## src/rtl/spi_bus_arbiter.sv

```systemverilog
// Shares one chameleon2_spi byte master between several SPI clients, one chip-select transaction at a time.
// Optional owner-idle watchdog: define SPI_ARB_TIMEOUT_EN.
module spi_bus_arbiter #(
    parameter int clients        = 3,
    parameter int guard_cycles   = 4,
    parameter int timeout_cycles = 1000000
) (
    input  logic                   clk,
    input  logic                   reset_n,
    input  logic [clients-1:0]     c_cs_n,
    input  logic [clients-1:0]     c_req,
    output logic [clients-1:0]     c_ack,
    input  logic [8*clients-1:0]   c_d,
    input  logic [clients-1:0]     c_speed,
    output logic [7:0]             c_q,
    output logic [clients-1:0]     c_grant,
    output logic [clients-1:0]     cs_n_out,
    output logic                   spi_req,
    input  logic                   spi_ack,
    output logic [7:0]             spi_d,
    input  logic [7:0]             spi_q,
    output logic                   spi_speed,
    output logic                   timeout
);

    localparam int IDX_W = (clients > 1) ? $clog2(clients) : 1;

    typedef enum logic [1:0] {
        S_IDLE,
        S_OWNED,
        S_XFER,
        S_GUARD
    } state_t;

    state_t               r_state;
    state_t               w_state_nx;
    logic [IDX_W-1:0]     r_owner;
    logic [IDX_W-1:0]     r_ptr;
    logic [7:0]           r_guard_cnt;
    logic [clients-1:0]   r_grant;
    logic [clients-1:0]   r_cs_n;
    logic [clients-1:0]   r_ack;
    logic [7:0]           r_q;
    logic                 r_spi_req;
    logic [7:0]           r_spi_d;
    logic                 r_spi_speed;
    logic                 r_timeout;

    logic [IDX_W:0]       w_pick;
    logic                 w_hit;
    logic [IDX_W-1:0]     w_hit_idx;
    logic [clients-1:0]   w_onehot;
    logic                 w_owner_cs_n;
    logic                 w_owner_pend;
    logic [7:0]           w_owner_d;
    logic [IDX_W-1:0]     w_next_ptr;
    logic                 w_take;
    logic                 w_issue;
    logic                 w_done;
    logic                 w_release;
    logic                 w_to_fire;
    logic                 w_to_hit;

    // First requester at or after ptr, wrapping; MSB of the result flags a hit.
    function automatic logic [IDX_W:0] rr_pick(input logic [clients-1:0] req,
                                               input logic [IDX_W-1:0]   ptr);
        logic [IDX_W:0] res;
        int             cand;
        res = '0;
        for (int i = clients - 1; i >= 0; i--) begin
            cand = int'(ptr) + i;
            if (cand >= clients) cand = cand - clients;
            if (req[cand]) res = {1'b1, cand[IDX_W-1:0]};
        end
        return res;
    endfunction

    assign w_pick       = rr_pick(~c_cs_n, r_ptr);
    assign w_hit        = w_pick[IDX_W];
    assign w_hit_idx    = w_pick[IDX_W-1:0];
    assign w_onehot     = clients'(1) << w_hit_idx;
    assign w_owner_cs_n = c_cs_n[r_owner];
    assign w_owner_pend = c_req[r_owner] ^ r_ack[r_owner];
    assign w_owner_d    = c_d[{r_owner, 3'b000} +: 8];
    assign w_next_ptr   = (r_owner == IDX_W'(clients - 1)) ? '0 : r_owner + 1'b1;

`ifdef SPI_ARB_TIMEOUT_EN
    localparam int TO_W = $clog2(timeout_cycles + 1);
    logic [TO_W-1:0] r_to_cnt;

    assign w_to_hit = (r_to_cnt == TO_W'(timeout_cycles - 1));

    // Counts idle cycles of the owner; any issued byte restarts the window.
    always_ff @(posedge clk or negedge reset_n) begin
        if (!reset_n) begin
            r_to_cnt <= '0;
        end else if (r_state == S_OWNED && !w_issue) begin
            r_to_cnt <= r_to_cnt + 1'b1;
        end else begin
            r_to_cnt <= '0;
        end
    end
`else
    assign w_to_hit = 1'b0;
`endif

    always_ff @(posedge clk or negedge reset_n) begin
        if (!reset_n) r_state <= S_IDLE;
        else          r_state <= w_state_nx;
    end

    always_comb begin
        w_state_nx = r_state;
        w_take     = 1'b0;
        w_issue    = 1'b0;
        w_done     = 1'b0;
        w_release  = 1'b0;
        w_to_fire  = 1'b0;
        case (r_state)
            S_IDLE: begin
                if (w_hit) begin
                    w_take     = 1'b1;
                    w_state_nx = S_OWNED;
                end
            end
            S_OWNED: begin
                if (w_owner_cs_n) begin
                    w_release  = 1'b1;
                    w_state_nx = S_GUARD;
                end else if (w_owner_pend) begin
                    w_issue    = 1'b1;
                    w_state_nx = S_XFER;
                end else if (w_to_hit) begin
                    w_release  = 1'b1;
                    w_to_fire  = 1'b1;
                    w_state_nx = S_GUARD;
                end
            end
            // CS stays asserted until the byte finishes, even if the owner lets go.
            S_XFER: begin
                if (spi_ack == r_spi_req) begin
                    w_done     = 1'b1;
                    w_state_nx = S_OWNED;
                end
            end
            S_GUARD: begin
                if (r_guard_cnt == 8'd0) w_state_nx = S_IDLE;
            end
            default: w_state_nx = S_IDLE;
        endcase
    end

    always_ff @(posedge clk or negedge reset_n) begin
        if (!reset_n) begin
            r_owner     <= '0;
            r_ptr       <= '0;
            r_guard_cnt <= '0;
            r_grant     <= '0;
            r_cs_n      <= '1;
            r_ack       <= '0;
            r_q         <= '0;
            r_spi_req   <= 1'b0;
            r_spi_d     <= '0;
            r_spi_speed <= 1'b0;
            r_timeout   <= 1'b0;
        end else begin
            r_timeout <= w_to_fire;
            if (w_take) begin
                r_owner     <= w_hit_idx;
                r_grant     <= w_onehot;
                r_cs_n      <= ~w_onehot;
                r_spi_speed <= c_speed[w_hit_idx];
            end
            if (w_issue) begin
                r_spi_d   <= w_owner_d;
                r_spi_req <= ~r_spi_req;
            end
            if (w_done) begin
                r_q            <= spi_q;
                r_ack[r_owner] <= c_req[r_owner];
            end
            if (w_release) begin
                r_grant     <= '0;
                r_cs_n      <= '1;
                r_ptr       <= w_next_ptr;
                r_guard_cnt <= 8'(guard_cycles - 1);
            end else if (r_state == S_GUARD && r_guard_cnt != 8'd0) begin
                r_guard_cnt <= r_guard_cnt - 8'd1;
            end
        end
    end

    assign c_ack     = r_ack;
    assign c_q       = r_q;
    assign c_grant   = r_grant;
    assign cs_n_out  = r_cs_n;
    assign spi_req   = r_spi_req;
    assign spi_d     = r_spi_d;
    assign spi_speed = r_spi_speed;
    assign timeout   = r_timeout;

endmodule
```

## config.mk

```make
export PLATFORM = sky130hd
export DESIGN_NAME = spi_bus_arbiter
export DESIGN_NICKNAME = d
export VERILOG_FILES = /design/src/rtl/spi_bus_arbiter.sv
export SDC_FILE = /design/constraint.sdc
export NUM_CORES = 1
export LEC_CHECK = 0
export BUFFER_PORTS_ARGS = -buffer_cell sky130_fd_sc_hd__buf_4
export CORE_MARGIN = 4
export CORE_UTILIZATION = 55
export DETAILED_ROUTE_END_ITERATION = 12
export PLACE_DENSITY_LB_ADDON = 0.08
export SLEW_MARGIN = 0
export SYNTH_ARGS = -nofsm -noshare
export SYNTH_HDL_FRONTEND = slang
export SYNTH_SLANG_ARGS = --single-unit
```

## constraint.sdc

```tcl
create_clock -name clk -period 3.7 [get_ports clk]
set_input_delay 0.74 -clock clk [delete_from_list [all_inputs] [get_ports clk]]
set_output_delay 0.74 -clock clk [all_outputs]
set_load 0.01 [all_outputs]
```

==> summary.md <==
• **row count** 23
• **reported max-cap violation count** 0
• **Post-CTS Setup Inserts** 0
• **post-route setup TNS** 0 ns
• **count of hold buffers inserted by post-cts repair** 0
• **clock-pin slew reported for the worst setup and hold paths after clock tree synthesis** 0.07 ns
• **post-synthesis compound-gate area fraction** 13.82%
• **number of pins exceeding their max-slew limit in the final report** 0
• **number of remaining DRC errors** 0
• **critical-path maximum fanout** 11
• **YS warnings** 0
• **CTS tree** built
• **number of antenna violations at the first check in global routing** 0
• **number of vias in the routed layout** 1885
• **htree depth** 2
• **maximum buffer depth of the clock tree** 2
• **Detailed Route WL** 5034 um
• **worst min-delay path class** in -> async
• **fraction of post-synthesis cell area in the top cell type by area** 41.04%
• **critical path launch point type** flop
• **share of synthesized registers carrying an async set or reset** 100.0%
• **final-report hold violation count** 0
• **post-route ant nets** 0
• **DP Area** 0.002865 sq mm
• **pin count of the biggest net entering global routing** 42
• **slowest stage cell, crit path** sky130_fd_sc_hd__a311o_1
• **cell area after synthesis** 0.002317 sq mm
• **vias in the first global route** 1980
• **combined global-route utilization of all metal layers** 20.29%
• **n_diodes** 0
• **Post-Layout Inst Area** 0.002945 sq mm
• **number of buffers inserted during clock tree synthesis** 5
• **root buffer cell** sky130_fd_sc_hd__clkbuf_8
• **multiplexer area fraction after synthesis** 14.96%
• **Seq cells post-synth** 41
• **first-iteration detailed-routing DRC count** 67
• **detailed-placement wirelength estimate** 3810 um
• **worst vdd rail ir drop** 0.5673 mV
• **GP Congestion** 0.8736
• **area overhead of the layout relative to synthesis** 27.11%
• **final critical delay including setup and external delays** 2.422 ns
• **detailed-route vias per instance** 5.464
• **Area contributors post-synth** sky130_fd_sc_hd__dfrtp_1, sky130_fd_sc_hd__mux2_2, sky130_fd_sc_hd__mux2i_1
• **wire length of the first global-routing pass** 8542 um
• **CTS Sinks** 41
• **count of endpoints failing setup in the final report** 0
• **xor/xnor share of the synthesized area** 3.780%
• **Die Y-Extent** 72.91 um
• **number of detailed-routing iterations run before antenna repair** 4
• **sequential share of the synthesized area** 44.44%
• **total nets after synthesis** 277
• **initial standard-cell utilization of the core** 57.52%
• **number of enable flip-flop cells after synthesis** 0
• **Clock Skews** 0.003900 ns
• **power density over cell area** 840.3 mW/mm^2
• **share of post-route cells with drive strength above 1** 38.31%
• **slew at the pin with the worst max-slew slack** 0.6858 ns
• **Mean Syn Cell Area** 10.21 sq um
• **WP buf/inv** 1
• **core area** 0.004029 sq mm
• **Post-Synth Simple-Gate Area** 16.09%
• **Ports** 72
• **total chip power** 2475 uW
• **total of cells resized after clock tree synthesis** 0
• **number of distinct library cells after synthesis** 50
• **Skew-Pair Late Insertion Delay** 0.28 ns
• **Worst EP arrival** 2.60 ns
• **Critical Path End Type** flop
• **Post-Syn Instances** 227
• **largest family of logic cells by synthesized area** simple AND/OR/NAND/NOR gates
• **average wire per standard cell** 14.59 um
• **global route overflow** 0
• **Chip Width** 72.91 um
• **Slowest Stage Delay on Critical Path** 0.46 ns
• **leakage power figure** 0.001363 uW
• **Die Footprint** 0.005316 sq mm
• **worst setup path class** reg -> reg
• **RSZ-0062 raised after global routing** no
• **WP data required** 3.88 ns
• **status** finished, final reports clean
• **sequence of cells on the critical path** inv_1, ha_1, a21oi_1, a22oi_2, a311o_1, nor2_1, a22o_1
• **gate family responsible for the most delay along the worst path** compound AO/OA/AOI/OAI gates
• **cell taking the most area after synthesis** sky130_fd_sc_hd__dfrtp_1
• **remaining max-slew budget at the tightest pin** 54.28%
• **input/output buffers** 70
• **final clock period utilization by the worst path** 65.46%
• **maximum clock frequency** 412.9 MHz
• **net count reported at finish** 344
• **share of synthesized cell area in full adder, half adder and majority cells** 3.240%
• **number of filler instances in the final layout** 331
• **primary flip-flop cell chosen by synthesis mapping** sky130_fd_sc_hd__dfrtp_1
## cell type report
cell class / count / area (sq um) / area share [%]
clock buffers: 8 / 80.08 / 2.719
inverters: 7 / 26.28 / 0.8921
multi-input cells: 167 / 1206 / 40.95
flip-flops and latches: 41 / 1030 / 34.96
well taps: 50 / 62.56 / 2.124
repair buffers: 72 / 540.5 / 18.35
## registers in the layout, indices dropped and copies added, names as in the netlist, 2 cells and up
register and flops:
cs_n_out 3, spi_d 8, r_guard_cnt 8, r_ptr 2
r_state 2, r_owner 2, c_grant 3, c_q 8
c_ack 3
## cell families after synthesis
family          count (synthesis)
simple gates                   71
xor+xnor                       10
flops                          41
compound gates                 47
other cells                     1
buf+inv                        19
mux                            32
fa+ha+maj                       6
## placed cells by master, fill, tap and decap left out, types with 2 or more instances in the layout
| cell type | instances |
|---|---|
| sky130_fd_sc_hd__xor2_1 | 8 |
| sky130_fd_sc_hd__nor3b_1 | 2 |
| sky130_fd_sc_hd__nand3_1 | 3 |
| sky130_fd_sc_hd__o21ai_0 | 18 |
| sky130_fd_sc_hd__nor2b_1 | 3 |
| sky130_fd_sc_hd__inv_1 | 7 |
| sky130_fd_sc_hd__a2bb2oi_1 | 2 |
| sky130_fd_sc_hd__nand2b_1 | 3 |
| sky130_fd_sc_hd__mux2i_1 | 11 |
| sky130_fd_sc_hd__xnor2_1 | 2 |
| sky130_fd_sc_hd__a21oi_1 | 11 |
| sky130_fd_sc_hd__nand4_1 | 2 |
| sky130_fd_sc_hd__nor2_1 | 16 |
| sky130_fd_sc_hd__or3b_2 | 2 |
| sky130_fd_sc_hd__mux2_2 | 21 |
| sky130_fd_sc_hd__ha_1 | 6 |
| sky130_fd_sc_hd__dfrtp_1 | 38 |
| sky130_fd_sc_hd__dfstp_2 | 3 |
| sky130_fd_sc_hd__nor3_1 | 4 |
| sky130_fd_sc_hd__nand3b_1 | 2 |
| sky130_fd_sc_hd__nand2_1 | 25 |
| sky130_fd_sc_hd__clkbuf_8 | 5 |
| sky130_fd_sc_hd__o21a_1 | 2 |
| sky130_fd_sc_hd__clkbuf_1 | 3 |
| sky130_fd_sc_hd__buf_4 | 72 |
## metrics by stage
step           hold slack (ns)  utilization [%]  setup slack (ns)  cells
2_1_floorplan           0.4444                -             1.642    227
3_3_place_gp            0.4658            71.12             1.350    337
3_5_place_dp            0.4747            71.12             1.294    337
4_1_cts                 0.4418            73.11             1.284    345
5_1_grt                 0.4497            73.11             1.087    345
6_report                0.4130            73.11             1.278    345
## worst paths after layout
path                                start     endpoint  slack, ns  depth (start not counted)
worst min-delay path              reset_n   c_grant[1]       0.41                          1
min in group clk                spi_speed    spi_speed       0.48                          2
worst max register to register   r_ptr[1]   c_grant[1]       1.28                          7
worst max-delay path             r_ptr[1]   c_grant[1]       1.28                          7
max in group asynchronous         reset_n  cs_n_out[0]       2.90                          1
worst min register to register  spi_speed    spi_speed       0.48                          2
## metal layers
layer	vias up	wire length (um)	track usage (%)
li1	936	-	-
met1	893	2237	25.95
met2	51	2449	34.17
met3	5	317	6.336
met4	0	30	3.689
met5	-	0	0
## report_power, final
part | internal [uW] | total (uW) | switching [uW] | leakage (uW)
sequential | 671 | 881 | 210 | 0.000503
combinational | 683 | 1320 | 634 | 0.000820
clock | 134 | 277 | 143 | 0.0000395
total | 1490 | 2470 | 987 | 0.00136
## cell usage after synthesis (all sizes together) (2+ instances only)
cell type / instances
nor2b: 3
o21ai: 18
clkbuf: 5
ha: 6
buf: 7
nand3: 4
nand3b: 2
nor3: 4
dfstp: 3
xnor2: 2
nor3b: 2
inv: 7
nor2: 16
nand2: 25
a2bb2oi: 2
mux2: 21
o21a: 2
a21oi: 11
dfrtp: 38
or3b: 2
xor2: 8
or4: 2
nand2b: 3
mux2i: 11
nand4: 2
(Power assumes the default switching activity.)
